**config.mk**
```make
export PLATFORM = sky130hd
export DESIGN_NAME = hex_scroll_ctrl_flat
export DESIGN_NICKNAME = d
export VERILOG_FILES = /design/src/rtl/hex_scroll_ctrl_if.sv /design/src/rtl/hex_scroll_ctrl.sv /design/src/flat_wrapper.sv
export SDC_FILE = /design/constraint.sdc
export NUM_CORES = 1
export LEC_CHECK = 0
export ABC_AREA = 1
export ABC_CLOCK_PERIOD_IN_PS = 4800
export BUFFER_PORTS_ARGS = -buffer_cell sky130_fd_sc_hd__buf_4
export CORE_MARGIN = 2
export CORE_UTILIZATION = 50
export CTS_CLUSTER_DIAMETER = 30
export CTS_CLUSTER_SIZE = 12
export DETAILED_ROUTE_END_ITERATION = 16
export HOLD_SLACK_MARGIN = 0.02
export PLACE_DENSITY = 0.71
export SETUP_SLACK_MARGIN = 0.15
export SLEW_MARGIN = 20
export SYNTH_ARGS = -nofsm -noshare
export SYNTH_HDL_FRONTEND = slang
export SYNTH_SLANG_ARGS = --single-unit
```
**constraint.sdc**
```tcl
create_clock -name CLOCK_50 -period 4.8 [get_ports CLOCK_50]
set_clock_uncertainty 0.2 [all_clocks]
set_input_delay 1.44 -clock CLOCK_50 [delete_from_list [all_inputs] [get_ports CLOCK_50]]
set_output_delay 1.44 -clock CLOCK_50 [all_outputs]
set_load 0.01 [all_outputs]
```
**src/rtl/hex_scroll_ctrl_if.sv**
```systemverilog
// Board-side signal bundle for the scrolling HEX controller: switch/key
// controls in, segment drives and window position out.
interface hex_scroll_ctrl_if;
  logic       EN_DISP;
  logic       RUN;
  logic       DIR;
  logic       STEP;
  logic [0:6] HEX0;
  logic [0:6] HEX1;
  logic [0:6] HEX2;
  logic [0:6] HEX3;
  logic [2:0] POS;

  modport master (
    output EN_DISP, RUN, DIR, STEP,
    input  HEX0, HEX1, HEX2, HEX3, POS
  );

  modport slave (
    input  EN_DISP, RUN, DIR, STEP,
    output HEX0, HEX1, HEX2, HEX3, POS
  );
endinterface

```
**src/rtl/hex_scroll_ctrl.sv**
```systemverilog
// Scrolls a 4-character window of the circular message "FPGA    " across HEX3..HEX0.
// Optional pause-mode blinking is enabled by defining HEX_SCROLL_BLINK_EN.
module hex_scroll_ctrl #(
  parameter int TICK_DIV = 12500000
) (
  input  logic           CLOCK_50,
  input  logic           RST,
  hex_scroll_ctrl_if.slave bus
);

  localparam int            CW   = (TICK_DIV > 1) ? $clog2(TICK_DIV) : 1;
  localparam logic [CW-1:0] TERM = CW'(TICK_DIV - 1);
  localparam logic [0:6]    SEG_OFF = 7'b1111111;

  typedef enum logic [1:0] {
    ST_BLANK,
    ST_RUN,
    ST_PAUSE
  } state_t;

  function automatic logic [0:6] msg_rom(input logic [2:0] idx);
    logic [0:6] seg;
    case (idx)
      3'd0:    seg = 7'b0111000;
      3'd1:    seg = 7'b0011000;
      3'd2:    seg = 7'b0100001;
      3'd3:    seg = 7'b0001000;
      default: seg = SEG_OFF;
    endcase
    return seg;
  endfunction

  state_t        r_state;
  state_t        w_state_next;
  logic [CW-1:0] r_presc;
  logic          r_step_prev;
  logic [2:0]    r_pos;
  logic [0:6]    r_hex [4];
  logic [0:6]    w_win [4];
  logic          w_tick;
  logic          w_step_p;
  logic          w_run_entry;
  logic          w_advance;
  logic [2:0]    w_pos_next;
  logic          w_hidden;
  logic          w_blank_out;

  always_comb begin
    w_state_next = ST_BLANK;
    if (bus.EN_DISP) begin
      w_state_next = bus.RUN ? ST_RUN : ST_PAUSE;
    end
  end

  assign w_tick      = (r_presc == TERM);
  assign w_step_p    = bus.STEP & ~r_step_prev;
  assign w_run_entry = (w_state_next == ST_RUN) && (r_state != ST_RUN);
  assign w_advance   = ((r_state == ST_RUN) && w_tick) ||
                       ((r_state == ST_PAUSE) && w_step_p);
  assign w_pos_next  = bus.DIR ? (r_pos - 3'd1) : (r_pos + 3'd1);

  // Digit gi shows msg[POS + 3 - gi]; the 3-bit sum wraps the message mod 8.
  for (genvar gi = 0; gi < 4; gi++) begin : g_win
    assign w_win[gi] = msg_rom(r_pos + 3'(3 - gi));
  end

`ifdef HEX_SCROLL_BLINK_EN
  logic r_blink_vis;

  always_ff @(posedge CLOCK_50 or posedge RST) begin
    if (RST) begin
      r_blink_vis <= 1'b1;
    end else if (r_state == ST_PAUSE) begin
      if (w_tick) begin
        r_blink_vis <= ~r_blink_vis;
      end
    end else begin
      r_blink_vis <= 1'b1;
    end
  end

  assign w_hidden = (r_state == ST_PAUSE) && !r_blink_vis;
`else
  assign w_hidden = 1'b0;
`endif

  assign w_blank_out = (r_state == ST_BLANK) || w_hidden;

  always_ff @(posedge CLOCK_50 or posedge RST) begin
    if (RST) begin
      r_state     <= ST_BLANK;
      r_pos       <= 3'd0;
      r_presc     <= '0;
      r_step_prev <= 1'b0;
      for (int i = 0; i < 4; i++) begin
        r_hex[i] <= SEG_OFF;
      end
    end else begin
      r_state     <= w_state_next;
      r_step_prev <= bus.STEP;

      // Clearing on RUN entry places the first advance exactly TICK_DIV cycles later.
      if ((r_state == ST_BLANK) || w_run_entry || w_tick) begin
        r_presc <= '0;
      end else begin
        r_presc <= r_presc + CW'(1);
      end

      if (w_advance) begin
        r_pos <= w_pos_next;
      end

      for (int i = 0; i < 4; i++) begin
        r_hex[i] <= w_blank_out ? SEG_OFF : w_win[i];
      end
    end
  end

  assign bus.HEX0 = r_hex[0];
  assign bus.HEX1 = r_hex[1];
  assign bus.HEX2 = r_hex[2];
  assign bus.HEX3 = r_hex[3];
  assign bus.POS  = r_pos;

endmodule

```
**src/flat_wrapper.sv**
```systemverilog
// flat-port wrapper written by rule: the top's interface ports become plain ports
module hex_scroll_ctrl_flat 
#(
  parameter int TICK_DIV = 12500000
)
  (CLOCK_50, RST, bus_EN_DISP, bus_RUN, bus_DIR, bus_STEP, bus_HEX0, bus_HEX1, bus_HEX2, bus_HEX3, bus_POS);
  hex_scroll_ctrl_if bus_i ();
  input  logic CLOCK_50;
  input  logic RST;
  input wire logic [$bits(bus_i.EN_DISP)-1:0] bus_EN_DISP;
  input wire logic [$bits(bus_i.RUN)-1:0] bus_RUN;
  input wire logic [$bits(bus_i.DIR)-1:0] bus_DIR;
  input wire logic [$bits(bus_i.STEP)-1:0] bus_STEP;
  output wire logic [$bits(bus_i.HEX0)-1:0] bus_HEX0;
  output wire logic [$bits(bus_i.HEX1)-1:0] bus_HEX1;
  output wire logic [$bits(bus_i.HEX2)-1:0] bus_HEX2;
  output wire logic [$bits(bus_i.HEX3)-1:0] bus_HEX3;
  output wire logic [$bits(bus_i.POS)-1:0] bus_POS;
  assign bus_i.EN_DISP = bus_EN_DISP;
  assign bus_i.RUN = bus_RUN;
  assign bus_i.DIR = bus_DIR;
  assign bus_i.STEP = bus_STEP;
  assign bus_HEX0 = bus_i.HEX0;
  assign bus_HEX1 = bus_i.HEX1;
  assign bus_HEX2 = bus_i.HEX2;
  assign bus_HEX3 = bus_i.HEX3;
  assign bus_POS = bus_i.POS;
  hex_scroll_ctrl #(.TICK_DIV(TICK_DIV)) u_core (.CLOCK_50(CLOCK_50), .RST(RST), .bus(bus_i));
endmodule
```
== Word-level counts from Yosys, hierarchy flattened ==
Cells that the tools add are included.

* Register bits after elaboration: 58
* Input bits: 6
* Output and inout port bits: 31
* Logic and storage cells: 55

* Add/sub/neg operators: 5
* Eq/ne operators: 17
* Mux-type cells: 12
* Bitwise logic cells: 2
* Reduce and logical (&&, ||, !) cells: 11

{| class="wikitable"
|+ Operator list
! cell !! number
|-
| $pmux W7 S4 || 4
|-
| $mux W7 || 4
|-
| $add A24 B1 Y24 const B || 1
|-
| $eq A24 B24 Y1 const B || 1
|-
| $eq A3 B2 Y1 const B || 8
|-
| $mux W24 || 1
|-
| $eq A3 B1 Y1 const B || 4
|-
| $logic_not A3 Y1 || 4
|-
| $add A3 B2 Y3 const B || 2
|-
| $eq A2 B1 Y1 const B || 2
|-
| $mux W2 || 2
|-
| $add A3 B1 Y3 const B || 1
|-
| $logic_and A1 B1 Y1 || 3
|-
| $logic_or A1 B1 Y1 || 3
|-
| $mux W3 || 1
|-
| $sub A3 B1 Y3 const B || 1
|-
| $eq A2 B2 Y1 const B || 1
|-
| $logic_not A2 Y1 || 1
|-
| $ne A2 B1 Y1 const B || 1
|-
| $and A1 B1 Y1 || 1
|-
| $not A1 Y1 || 1
|}

== Longest topological paths before layout ==
* Depth after elaboration: 7
* Mapped depth: 9

== Worst setup path before layout ==
No wires, ideal clock.

* Kind: register -> output
* Start point: reg u_core.r_hex (netlist bit u_core.bus.HEX0[4])
* End point: out bus_HEX0[2]
* Arrival: 0.661 ns
* Required time: 3.160 ns
* Path slack: 2.499 ns
* Stages on the path, launching flop included: 2
* Path buffers: 1
* Cell sequence: dfstp_2 buf_4

{| class="wikitable"
|+ RTL lines
! element !! RTL line !! text
|-
| from (decl) || hex_scroll_ctrl.sv:38 || <nowiki>logic [0:6] r_hex [4];</nowiki>
|-
| from (signal, indexed assignment) || hex_scroll_ctrl.sv:114 || <nowiki>r_hex[i] <= w_blank_out ? SEG_OFF : w_win[i];</nowiki>
|-
| to (decl) || flat_wrapper.sv:14 || <nowiki>output wire logic [$bits(bus_i.HEX0)-1:0] bus_HEX0;</nowiki>
|}

No word-level cell between the ends.

== Worst setup path after layout ==
* Start point: reg u_core.r_pos[2] (netlist: u_core.bus.POS[2])
* End point: out bus_POS[2]

{| class="wikitable"
|+ RTL lines
! element !! RTL line !! text
|-
| from (decl) || hex_scroll_ctrl.sv:37 || <nowiki>logic [2:0] r_pos;</nowiki>
|-
| from (signal assigned) || hex_scroll_ctrl.sv:110 || <nowiki>r_pos <= w_pos_next;</nowiki>
|-
| to (decl) || flat_wrapper.sv:18 || <nowiki>output wire logic [$bits(bus_i.POS)-1:0] bus_POS;</nowiki>
|}

No word-level cell between the ends.

==> out/metrics.cfg <==
[cts]
cts_setup_buffers = 0
ctsResizeCount = 0
cts_sinks = 50
ctsHoldBuffers = 0
cts_max_path_buffers = 2
cts-buffers-inserted = 5
clk_latency_ps = 300
h-tree-depth = 2
clk_pin_slew_ps = 90
cts_root_buffer = clkbuf_8
cts_tree = yes

[synthesis]
synthesis.nets = 335
seq_area_frac_synth = 0.492
ys_warn_count = 0
synth.avg_cell_area_um2 = 8.09
synth_area_um2 = 2600
ys_ff_latch = 50
synth.distinct_cells = 26
syn_inst = 321

[setup_path]
path_buf_inv = 1
timing.rr.start = u_core.bus.POS[1]$_DFFE_PP0P_
cp_top_family = flip-flops
reg2reg_depth = 8
worstSetupEndpointType = output pin
start_kind = flip-flop
required_ps = 3160
critical_path.cell_chain = buf_4
cp_max_fo = 6
cp_slowest_stage_delay_ps = 500
cp_slowest_cell = dfrtp_1
worst-setup-path-type = flip-flop to output pin
arrival_ps = 980
rr_endpoint = u_core.bus.HEX0[1]$_DFF_PP1_
reg2reg_slack_ps = 2670

[pwr]
ir_worst_vdd_v = 0.000174
leakage_uw = 0.00130
cellPowerDensity_nw_per_um2 = 432

[timing]
setup_viol = 0
tns_ps = 0
finalCritPeriodShare = 0.546
hold_violations = 0
rsz0062_at_grt = false
layout_min_cycle_time_ps = 2620
max_slew.worst_pin.slew_ps = 819
slew_headroom = 0.454
drv_slew = 0
max_freq_ghz = 0.382

[routing]
wl_per_cell_um = 11.7
drc = 0
via_count = 2055
final_antenna_net_count = 0
vias_per_cell = 4.85
firstDrtPassIters = 4
drt_iter0_markers = 110
routed_wl_um = 4970

[floorplanning]
rows = 26
ios = 37
initial_core_util = 0.512
core_area_um2 = 5070
dieArea_um2 = 5790
die_h_um = 76.1
die_x_um = 76.1

[hold_path]
min_to = u_core.r_presc[0]$_DFF_PP0_
hold_class = flip-flop to flip-flop
hold_start = u_core.r_presc[0]$_DFF_PP0_
hold_depth = 1

[global_routing]
grt_pass1_wl_um = 8690
top_usage_layer = met2
globalRouteTotalUtil = 0.184
grt_pass1_vias = 1945
met3_usage = 0.0403
grt_overflow = 0
use_met2 = 0.318
antenna_found_initial = 0
grt.met1_usage = 0.235
grt_max_degree = 51

[layout]
layout_common_cells = 79 x nand2_1, 68 x nor2_1, 36 x buf_4
utilization = 0.587
drive_gt1_frac = 0.209
final_common_cell = nand2_1
num-nets-final = 367
antenna_cells = 0
area_growth_pct = 14.7

[placement]
gp_congestion = 0.869
port-buffer-count = 36
place_hpwl_um = 3750

[run]
cap_violations = 0

[status]
status = complete, no violations

[worst max-delay path by stage]
stage / startpoint / endpoint / depth (start not counted)
global route: u_core.bus.POS[1]$_DFFE_PP0P_ / bus_POS[1] / 1
detailed placement: RST / u_core.r_state[1]$_DFF_PP0_ / 2
finish: u_core.bus.POS[2]$_DFFE_PP0P_ / bus_POS[2] / 1
global placement: RST / u_core.r_presc[16]$_DFF_PP0_ / 2
CTS: u_core.bus.POS[1]$_DFFE_PP0P_ / bus_POS[1] / 1
floorplan: RST / u_core.bus.POS[0]$_DFFE_PP0P_ / 1
[cells in the mapped netlist]
master     number  share of area
xor2_1         10          0.034
nor2_2          2         0.0048
nor3_1          2         0.0039
ha_1            8          0.039
nand4_1         6          0.014
nor2_4          1         0.0043
nor2_1         68          0.098
nand3_1        22          0.042
buf_4           8          0.023
dfrtp_1        30           0.29
nand2_4         1         0.0043
o21ai_0         7          0.013
a31oi_1         1         0.0024
o2111ai_1       2         0.0067
buf_6           2         0.0087
or2_2           1         0.0024
a21oi_1         3         0.0058
inv_2           2         0.0029
nand2_1        79           0.11
xnor2_1         6          0.020
o21bai_1        1         0.0029
dfstp_2        20           0.20
nand3b_1        1         0.0029
nand2_2         3         0.0072
buf_1           1         0.0014
inv_1          34          0.049
[power breakdown]
part | switching, µW | internal [µW] | total, µW
logic | 245 | 188 | 433
clock network | 132 | 156 | 288
registers | 43.1 | 523 | 566
total | 420 | 867 | 1290
[metrics by stage]
step                      hold WS [ps]  setup WS (ps)  cell area [µm²]  cells  power, µW
after global routing               396           2140             2980    424       1370
after CTS                          344           2190             2980    424       1300
after global placement             300           2240             2870    416        996
final                              340           2180             2980    424       1290
after floorplan                    269           1990             2600    321        853
after detailed placement           328           2210             2870    416       1010
[cell families after synthesis]
group,Yosys count,share of synthesized area
and+or+nand+nor,186,0.299
DFF,50,0.492
buffers and inverters,47,0.0853
xor gates and xnor gates,16,0.0540
AOI/OAI and AO/OA,14,0.0313
adders and majority gates,8,0.0386
[state kept, by name (all words and copies together) (netlist names)]
register	count
u_core.bus.HEX0	5
u_core.bus.HEX1	5
u_core.bus.HEX2	5
u_core.bus.HEX3	5
u_core.bus.POS	3
u_core.r_presc	24
u_core.r_state	2
u_core.r_step_prev	1
[layout make-up]
class,count,area (µm²)
inverter,36,136
tap,70,87.6
clock inverter,2,36.3
clock buffer,6,72.6
timing repair buffer,36,270
sequential,50,1280
fill,493,2100
multi-input combinational,224,1100
[layer usage]
layer / wire, µm / part of all wire
met1: 2320 / 0.47
met4: 48 / 0.0097
met3: 223 / 0.045
met5: 0 / 0
met2: 2380 / 0.48
Power figures use the tool's default switching activity.
